===== config.mk =====
export PLATFORM = sky130hd
export DESIGN_NAME = palette_selector_flat
export DESIGN_NICKNAME = d
export VERILOG_FILES = /design/src/rtl/palette_selector_if.sv /design/src/rtl/palette_selector.sv /design/src/flat_wrapper.sv
export SDC_FILE = /design/constraint.sdc
export NUM_CORES = 1
export LEC_CHECK = 0
export BUFFER_PORTS_ARGS = -buffer_cell sky130_fd_sc_hd__buf_2
export CORE_MARGIN = 3
export CORE_UTILIZATION = 38
export DETAILED_ROUTE_END_ITERATION = 10
export SYNTH_ARGS = -nofsm -noshare
export SYNTH_HDL_FRONTEND = slang
export SYNTH_SLANG_ARGS = --single-unit
export TNS_END_PERCENT = 20

===== constraint.sdc =====
create_clock -name clk -period 3 [get_ports clk]
set_clock_uncertainty 0.2 [all_clocks]
set_input_delay 0.75 -clock clk [delete_from_list [all_inputs] [get_ports clk]]
set_output_delay 0.75 -clock clk [all_outputs]
set_load 0.005 [all_outputs]

===== src/rtl/palette_selector_if.sv =====
// palette_selector_if: button, auto-cycle and frame inputs plus committed palette outputs
interface palette_selector_if;
    logic       btn_next;
    logic       btn_prev;
    logic       auto_en;
    logic       frame_start;
    logic [7:0] color_id;
    logic       pending;
    logic       changed;
    modport master (output btn_next, btn_prev, auto_en, frame_start, input color_id, pending, changed);
    modport slave (input btn_next, btn_prev, auto_en, frame_start, output color_id, pending, changed);
endinterface


===== src/rtl/palette_selector.sv =====
// palette_selector: debounced next/prev and auto-cycle palette target, committed only on frame_start
module palette_selector #(
    parameter int NUM_PALETTES    = 3,
    parameter int DEBOUNCE_CYCLES = 250000,
    parameter int AUTO_FRAMES     = 120
) (
    input logic               clk,
    input logic               rst_n,
    palette_selector_if.slave bus
);
    localparam int DW = DEBOUNCE_CYCLES > 1 ? $clog2(DEBOUNCE_CYCLES) : 1;
    localparam int FW = AUTO_FRAMES > 1 ? $clog2(AUTO_FRAMES) : 1;
    localparam logic [DW-1:0] D_LAST  = DW'(DEBOUNCE_CYCLES - 1);
    localparam logic [FW-1:0] F_LAST  = FW'(AUTO_FRAMES - 1);
    localparam logic [7:0]    ID_LAST = 8'(NUM_PALETTES - 1);

    logic [1:0]         s1_q, s2_q, db_q, db_d, req;
    logic [1:0][DW-1:0] cnt_q, cnt_d;
    logic [FW-1:0]      frame_q, frame_d;
    logic [7:0]         target_q, target_d, color_q, color_d, inc_id, dec_id;
    logic               pending_q, pending_d, changed_q, changed_d, commit;

    // Bit 0 is next, bit 1 is prev; a request fires in the cycle the debounced level rises.
    always_comb begin
        db_d  = db_q;
        cnt_d = '0;
        req   = '0;
        for (int i = 0; i < 2; i++) begin
            if (s2_q[i] != db_q[i]) begin
                if (cnt_q[i] == D_LAST) begin
                    db_d[i] = ~db_q[i];
                    req[i]  = ~db_q[i];
                end else begin
                    cnt_d[i] = cnt_q[i] + 1'b1;
                end
            end
        end
    end

    assign inc_id = (target_q == ID_LAST) ? 8'd0 : target_q + 8'd1;
    assign dec_id = (target_q == 8'd0) ? ID_LAST : target_q - 8'd1;
    assign commit = bus.frame_start && (target_q != color_q);

    always_comb begin
        target_d  = target_q;
        frame_d   = frame_q;
        if (req[0] != req[1]) begin
            target_d = req[0] ? inc_id : dec_id;
            frame_d  = '0;
        end else if (!req[0] && bus.auto_en && bus.frame_start) begin
            target_d = (frame_q == F_LAST) ? inc_id : target_q;
            frame_d  = (frame_q == F_LAST) ? '0 : frame_q + 1'b1;
        end
        if (!bus.auto_en)
            frame_d = '0;
        color_d   = commit ? target_q : color_q;
        changed_d = commit;
        pending_d = target_q != color_q;
    end

    always_ff @(posedge clk or negedge rst_n) begin
        if (!rst_n) begin
            s1_q      <= '0;
            s2_q      <= '0;
            db_q      <= '0;
            cnt_q     <= '0;
            frame_q   <= '0;
            target_q  <= '0;
            color_q   <= '0;
            pending_q <= 1'b0;
            changed_q <= 1'b0;
        end else begin
            s1_q      <= {bus.btn_prev, bus.btn_next};
            s2_q      <= s1_q;
            db_q      <= db_d;
            cnt_q     <= cnt_d;
            frame_q   <= frame_d;
            target_q  <= target_d;
            color_q   <= color_d;
            pending_q <= pending_d;
            changed_q <= changed_d;
        end
    end

    assign bus.color_id = color_q;
    assign bus.pending  = pending_q;
    assign bus.changed  = changed_q;
endmodule


===== src/flat_wrapper.sv =====
// flat-port wrapper written by rule: the top's interface ports become plain ports
module palette_selector_flat 
#(
    parameter int NUM_PALETTES    = 3,
    parameter int DEBOUNCE_CYCLES = 250000,
    parameter int AUTO_FRAMES     = 120
)
  (clk, rst_n, bus_btn_next, bus_btn_prev, bus_auto_en, bus_frame_start, bus_color_id, bus_pending, bus_changed);
  palette_selector_if bus_i ();
  input logic clk;
  input logic rst_n;
  input wire logic [$bits(bus_i.btn_next)-1:0] bus_btn_next;
  input wire logic [$bits(bus_i.btn_prev)-1:0] bus_btn_prev;
  input wire logic [$bits(bus_i.auto_en)-1:0] bus_auto_en;
  input wire logic [$bits(bus_i.frame_start)-1:0] bus_frame_start;
  output wire logic [$bits(bus_i.color_id)-1:0] bus_color_id;
  output wire logic [$bits(bus_i.pending)-1:0] bus_pending;
  output wire logic [$bits(bus_i.changed)-1:0] bus_changed;
  assign bus_i.btn_next = bus_btn_next;
  assign bus_i.btn_prev = bus_btn_prev;
  assign bus_i.auto_en = bus_auto_en;
  assign bus_i.frame_start = bus_frame_start;
  assign bus_color_id = bus_i.color_id;
  assign bus_pending = bus_i.pending;
  assign bus_changed = bus_i.changed;
  palette_selector #(.NUM_PALETTES(NUM_PALETTES), .DEBOUNCE_CYCLES(DEBOUNCE_CYCLES), .AUTO_FRAMES(AUTO_FRAMES)) u_core (.clk(clk), .rst_n(rst_n), .bus(bus_i));
endmodule

; ---- After elaboration in Yosys (flattened, before gate mapping)
; Index checks and enable logic that the tools add are counted.
[totals]
elab_cells = 55
latch_bits = 0
reg_bits = 67
mem_bits_rw = 0
mem_bits_ro = 0
in_bits = 6
memories = 0
[op_classes]
add_sub_neg = 5
reduce_logical = 10
bitwise = 2
n_div = 0
magnitude_cmp = 0
n_shift = 0
multipliers = 0
muxes = 18
n_eq_ne = 9
[op_table]
columns = operator, n
row1 = $mux W18, 4
row2 = $mux W8, 6
row3 = $add A18 B1 Y18 const B, 2
row4 = $eq A18 B18 Y1 const B, 2
row5 = $mux W7, 4
row6 = $add A8 B1 Y8 const B, 1
row7 = $eq A8 B2 Y1 const B, 1
row8 = $logic_not A8 Y1, 1
row9 = $ne A8 B8 Y1, 1
row10 = $sub A8 B1 Y8 const B, 1
row11 = $add A7 B1 Y7 const B, 1
row12 = $eq A7 B7 Y1 const B, 1
row13 = $reduce_and A2 Y1, 3
row14 = $mux W1, 4
row15 = $reduce_bool A2 Y1, 2
row16 = $logic_and A1 B1 Y1, 3
row17 = $ne A1 B1 Y1, 3
row18 = $ne A3 B1 Y1 const B, 1
row19 = $not A1 Y1, 2
row20 = $logic_not A1 Y1, 1

; ---- Longest topological paths before layout
[logic_depth]
word_depth = 9
ltp_mapped = 8
mapped_depth_nobuf = 7

; ---- Least setup slack after synthesis
; No wires, ideal clock.
[synth_timing]
kind = register to register
from = register u_core.cnt_q[18] (netlist bit)
to = register u_core.target_q[1]
setup_slack_ns = 0.696
arrival_time_ns = 1.978
setup_ns = 0.125
path_stages_with_launch = 9
cell_sequence = dfrtp_1 -> ha_1 -> and3_1 -> and3_1 -> and4_1 -> clkbuf_1 -> a21oi_1 -> mux2_2 -> mux2_4
[synth_via]
elab_chain_len = 6
[synth_lines]
columns = element, line
row1 = "start, declared", palette_selector.sv:18  ; logic [1:0][DW-1:0] cnt_q, cnt_d;
row2 = "start signal, assigned", palette_selector.sv:76  ; cnt_q <= cnt_d;
row3 = $eq A18 B18 Y1 (*), palette_selector.sv:30  ; if (cnt_q[i] == D_LAST) begin
row4 = $mux W1 (*), palette_selector.sv:30
row5 = $mux W1 (*), palette_selector.sv:29  ; if (s2_q[i] != db_q[i]) begin
row6 = $ne A1 B1 Y1 (*), palette_selector.sv:47  ; if (req[0] != req[1]) begin
row7 = $reduce_bool A2 Y1 (no source line), n/a
row8 = $reduce_and A2 Y1 (no source line), n/a
row9 = "end signal, assigned", palette_selector.sv:78  ; target_q <= target_d;
row10 = "end, declared", palette_selector.sv:20  ; logic [7:0] target_q, target_d, color_q, color_d, inc_id, dec_id;
; Every way passes the cells marked *; elsewhere a longest branch is shown, timed or not.
; A chain may end at the register's enable or synchronous reset.

; ---- Final worst setup path
[layout_timing]
from = register u_core.cnt_q[0] (netlist bit)
to = register u_core.target_q[6]
[layout_via]
elab_chain_len = 8
[layout_lines]
columns = element, line
row1 = $eq A18 B18 Y1 (*), palette_selector.sv:30
row2 = $mux W1 (*), palette_selector.sv:30
row3 = $mux W1 (*), palette_selector.sv:29
row4 = $logic_not A1 Y1, palette_selector.sv:50  ; end else if (!req[0] && bus.auto_en && bus.frame_start) begin
row5 = $logic_and A1 B1 Y1 (2 in a row), palette_selector.sv:50
row6 = $reduce_bool A2 Y1 (no source line), n/a
row7 = $reduce_and A2 Y1 (no source line), n/a
; Marks and branches as above.

==> impl_results.md <==
* Outcome: finished, final reports clean
* Die width at 101.3 microns
* EDFF count, synth at 0
* Max Slew Vio Count at 0
* Least-Margin Pin Slew at 0.6750 ns
* Max-cap violations at 0
* First-pass GRT wire length at 12.27 mm
* Met2 Use GR at 0.2409
* Final instance count without filler cells at 479
* Drt pass-1 iters at 4
* Crit start category: flip-flop
* Worst-path cell chain: ha_1 -> and3_1 -> and4b_1 -> and3_1 -> nor4_2 -> a221oi_1 -> a21oi_1
* Worst EP required at 3.08 ns
* H-tree depth at 3
* Drt drc at 0
* Largest area contributor in the netlist: dfrtp_1
* Antenna Cells at 0
* Total Routing Usage GR at 0.1495
* Post-synth top area share at 0.4859
* Critical path endpoint category: flip-flop
* Core area at 0.008763 sq mm
* Vias post-DR at 2,608
* Unique masters post-synth at 47
* CTS tree: done
* FMAX at 393.1 MHz
* Tmin final at 2.544 ns
* Vias per std cell at 5.445
* Fillers at 871
* Mux cell area share after synthesis at 0.03952
* Initial antenna violation count at 0
* Simple-gate share of the synthesized area at 0.2447
* Setup Viol. Count Final at 0
* Final Hold Fails at 0
* Die area at 0.01026 sq mm
* Class of the most critical setup path: flip-flop to flip-flop
* WL final at 6.871 mm
* Largest stage delay, worst path at 0.53 ns
* Wire per inst at 14.34 microns
* Synth-to-layout area growth at 13.20%
* Dpl cell area at 0.003642 sq mm
* Yosys warns at 0
* Register area share after synthesis at 0.4859
* Post-synth top cells: dfrtp_1 (67), nor2_1 (51), nand2_1 (30)
* I/O pin count at 16
* Crit path top cell by count: and3_1
* Synth area leaders: dfrtp_1 (49%), xor2_1 (7.4%), nor2_1 (5.5%)
* Detailed-placement wirelength estimate at 4.755 mm
* CP delay by family, top: simple AND/OR/NAND/NOR gates
* # Post-CTS Setup Buffers at 0
* Largest family of logic cells by synthesized area: simple AND/OR/NAND/NOR gates
* Post-synth ARST share at 1.000
* Met3 usage at 0.03857
* GR peak layer: met2
* Fin crit share at 0.8481
* Post-synthesis xor/xnor area fraction at 0.1091
* Post-CTS Resized at 0
* Synth Cell Area at 0.003451 sq mm
* Most frequent cell after synthesis: dfrtp_1
* Pin count of the biggest net entering global routing at 42
* Post-Synthesis Cells at 348
* Synth Area in Adders at 0.02175
* Starting Density at 0.3938
* Clock transition at the registers of the reported paths at 0.08 ns
* Pwr Density at 529.9 mW/mm^2
* Layout cells sized above 1 at 0.1375
* Final Util at 0.4457
* Total CTS buffers at 9
* CP max-delay cell: nor4_2
* Max clock buf depth at 2
* Setup tns final at 0 ns
* Clock Tree Root: clkbuf_8
* DRT antenna net count at 0
* Pwr Total at 0.002070 W
* CP Max Fanout at 8
* Unrepaired setup endpoints after global routing: no
* Worst-Skew Late Latency at 0.35 ns
* Hold Crit Class: flip-flop to flip-flop
* Crit path arrival time at 2.62 ns
* Leakage at 1.788 nW
* Clock sink total at 67
* Final net count at 378
* Worst VDD drop at 0.3586 mV
* Flops & latches, synth at 67
* Port Buffers at 15
* Synthesized area per cell at 9.916 sq um
* DRT iter0 DRCs at 143
* Vias in the first global route at 2,602
* Gpl congestion at 0.8701
* Met1 layer usage reported by global route at 0.1944
* GRT overflow at 0
* Die Y at 101.3 microns
* Dominant synthesized flop cell: dfrtp_1
* Num rows at 34
* Synth Area in Compound Gates at 0.08013
* CTS Hold Buffers Added at 0
* Max-slew headroom at 0.5462
* # placed instances at 463
* Synth Net Count at 360
* Fin area at 0.003906 sq mm
* Buffers & Inverters on Critical Path at 0
-- registers in the layout, indices dropped and copies added, names as in the netlist --
signal / flops
u_core.cnt_q: 36
u_core.bus.color_id: 8
u_core.target_q: 8
u_core.frame_q: 7
u_core.db_q: 2
u_core.s1_q: 2
u_core.s2_q: 2
u_core.bus.changed: 1
u_core.bus.pending: 1
-- report_power, final --
group	internal, W	switching (W)	total (W)
registers	0.000933	0.0000179	0.000951
clock network	0.000634	0.000352	0.000986
logic	0.0000498	0.0000834	0.000133
-- placed cells by master (no fill, tap or decap), drive strengths merged, types with 9 or more instances in the layout --
cell,instances
nor2,53
o21ai,9
mux2,10
dfrtp,67
xnor2,14
buf,16
xor2,29
nand2,30
nor3,9
and3,14
or3,9
nand3,23
clkbuf,9
-- layer usage --
metal | vias up | part of all wire
met3 | 11 | 0.044
li1 | 1265 | -
met4 | 0 | 0.017
met1 | 1273 | 0.47
met5 | - | 0
met2 | 59 | 0.46
-- metrics by stage --
| stage | hold slack (ns) | setup slack [ns] |
|---|---|---|
| 2_1_floorplan | 0.1312 | 0.6964 |
| 3_3_place_gp | 0.1353 | 0.5454 |
| 3_5_place_dp | 0.1347 | 0.5086 |
| 4_1_cts | 0.1505 | 0.4957 |
| 5_1_grt | 0.1699 | 0.3084 |
| 6_report | 0.1485 | 0.4558 |
-- kinds of logic after synthesis --
logic type | Yosys count
compound gates | 39
xor+xnor | 43
flops | 67
fa+ha+maj | 6
simple gates | 165
buf+inv | 16
mux | 12
-- worst paths after layout --
kind,startpoint,endpoint,slack (ns),cells after the start
hold / removal,u_core.s1_q[0],u_core.s2_q[0],0.15,0
min in group asynchronous,rst_n,u_core.bus.pending,0.22,1
hold reg to reg,u_core.s1_q[0],u_core.s2_q[0],0.15,0
setup / recovery,u_core.cnt_q[0],u_core.target_q[6],0.46,7
max in group asynchronous,rst_n,u_core.cnt_q[1],1.73,2
setup reg to reg,u_core.cnt_q[0],u_core.target_q[6],0.46,7
-- final cells by class --
class	instances	area, sq um	share of cell area
Clock buffer	9	123.9	0.03171
Clock inverter	7	140.1	0.03587
Inverter	7	26.28	0.006726
Multi-Input combinational cell	265	1709	0.4375
Sequential cell	67	1677	0.4292
Tap cell	108	135.1	0.03459
Timing Repair Buffer	16	95.09	0.02434
Note: power is estimated with default switching activity, not from simulation.
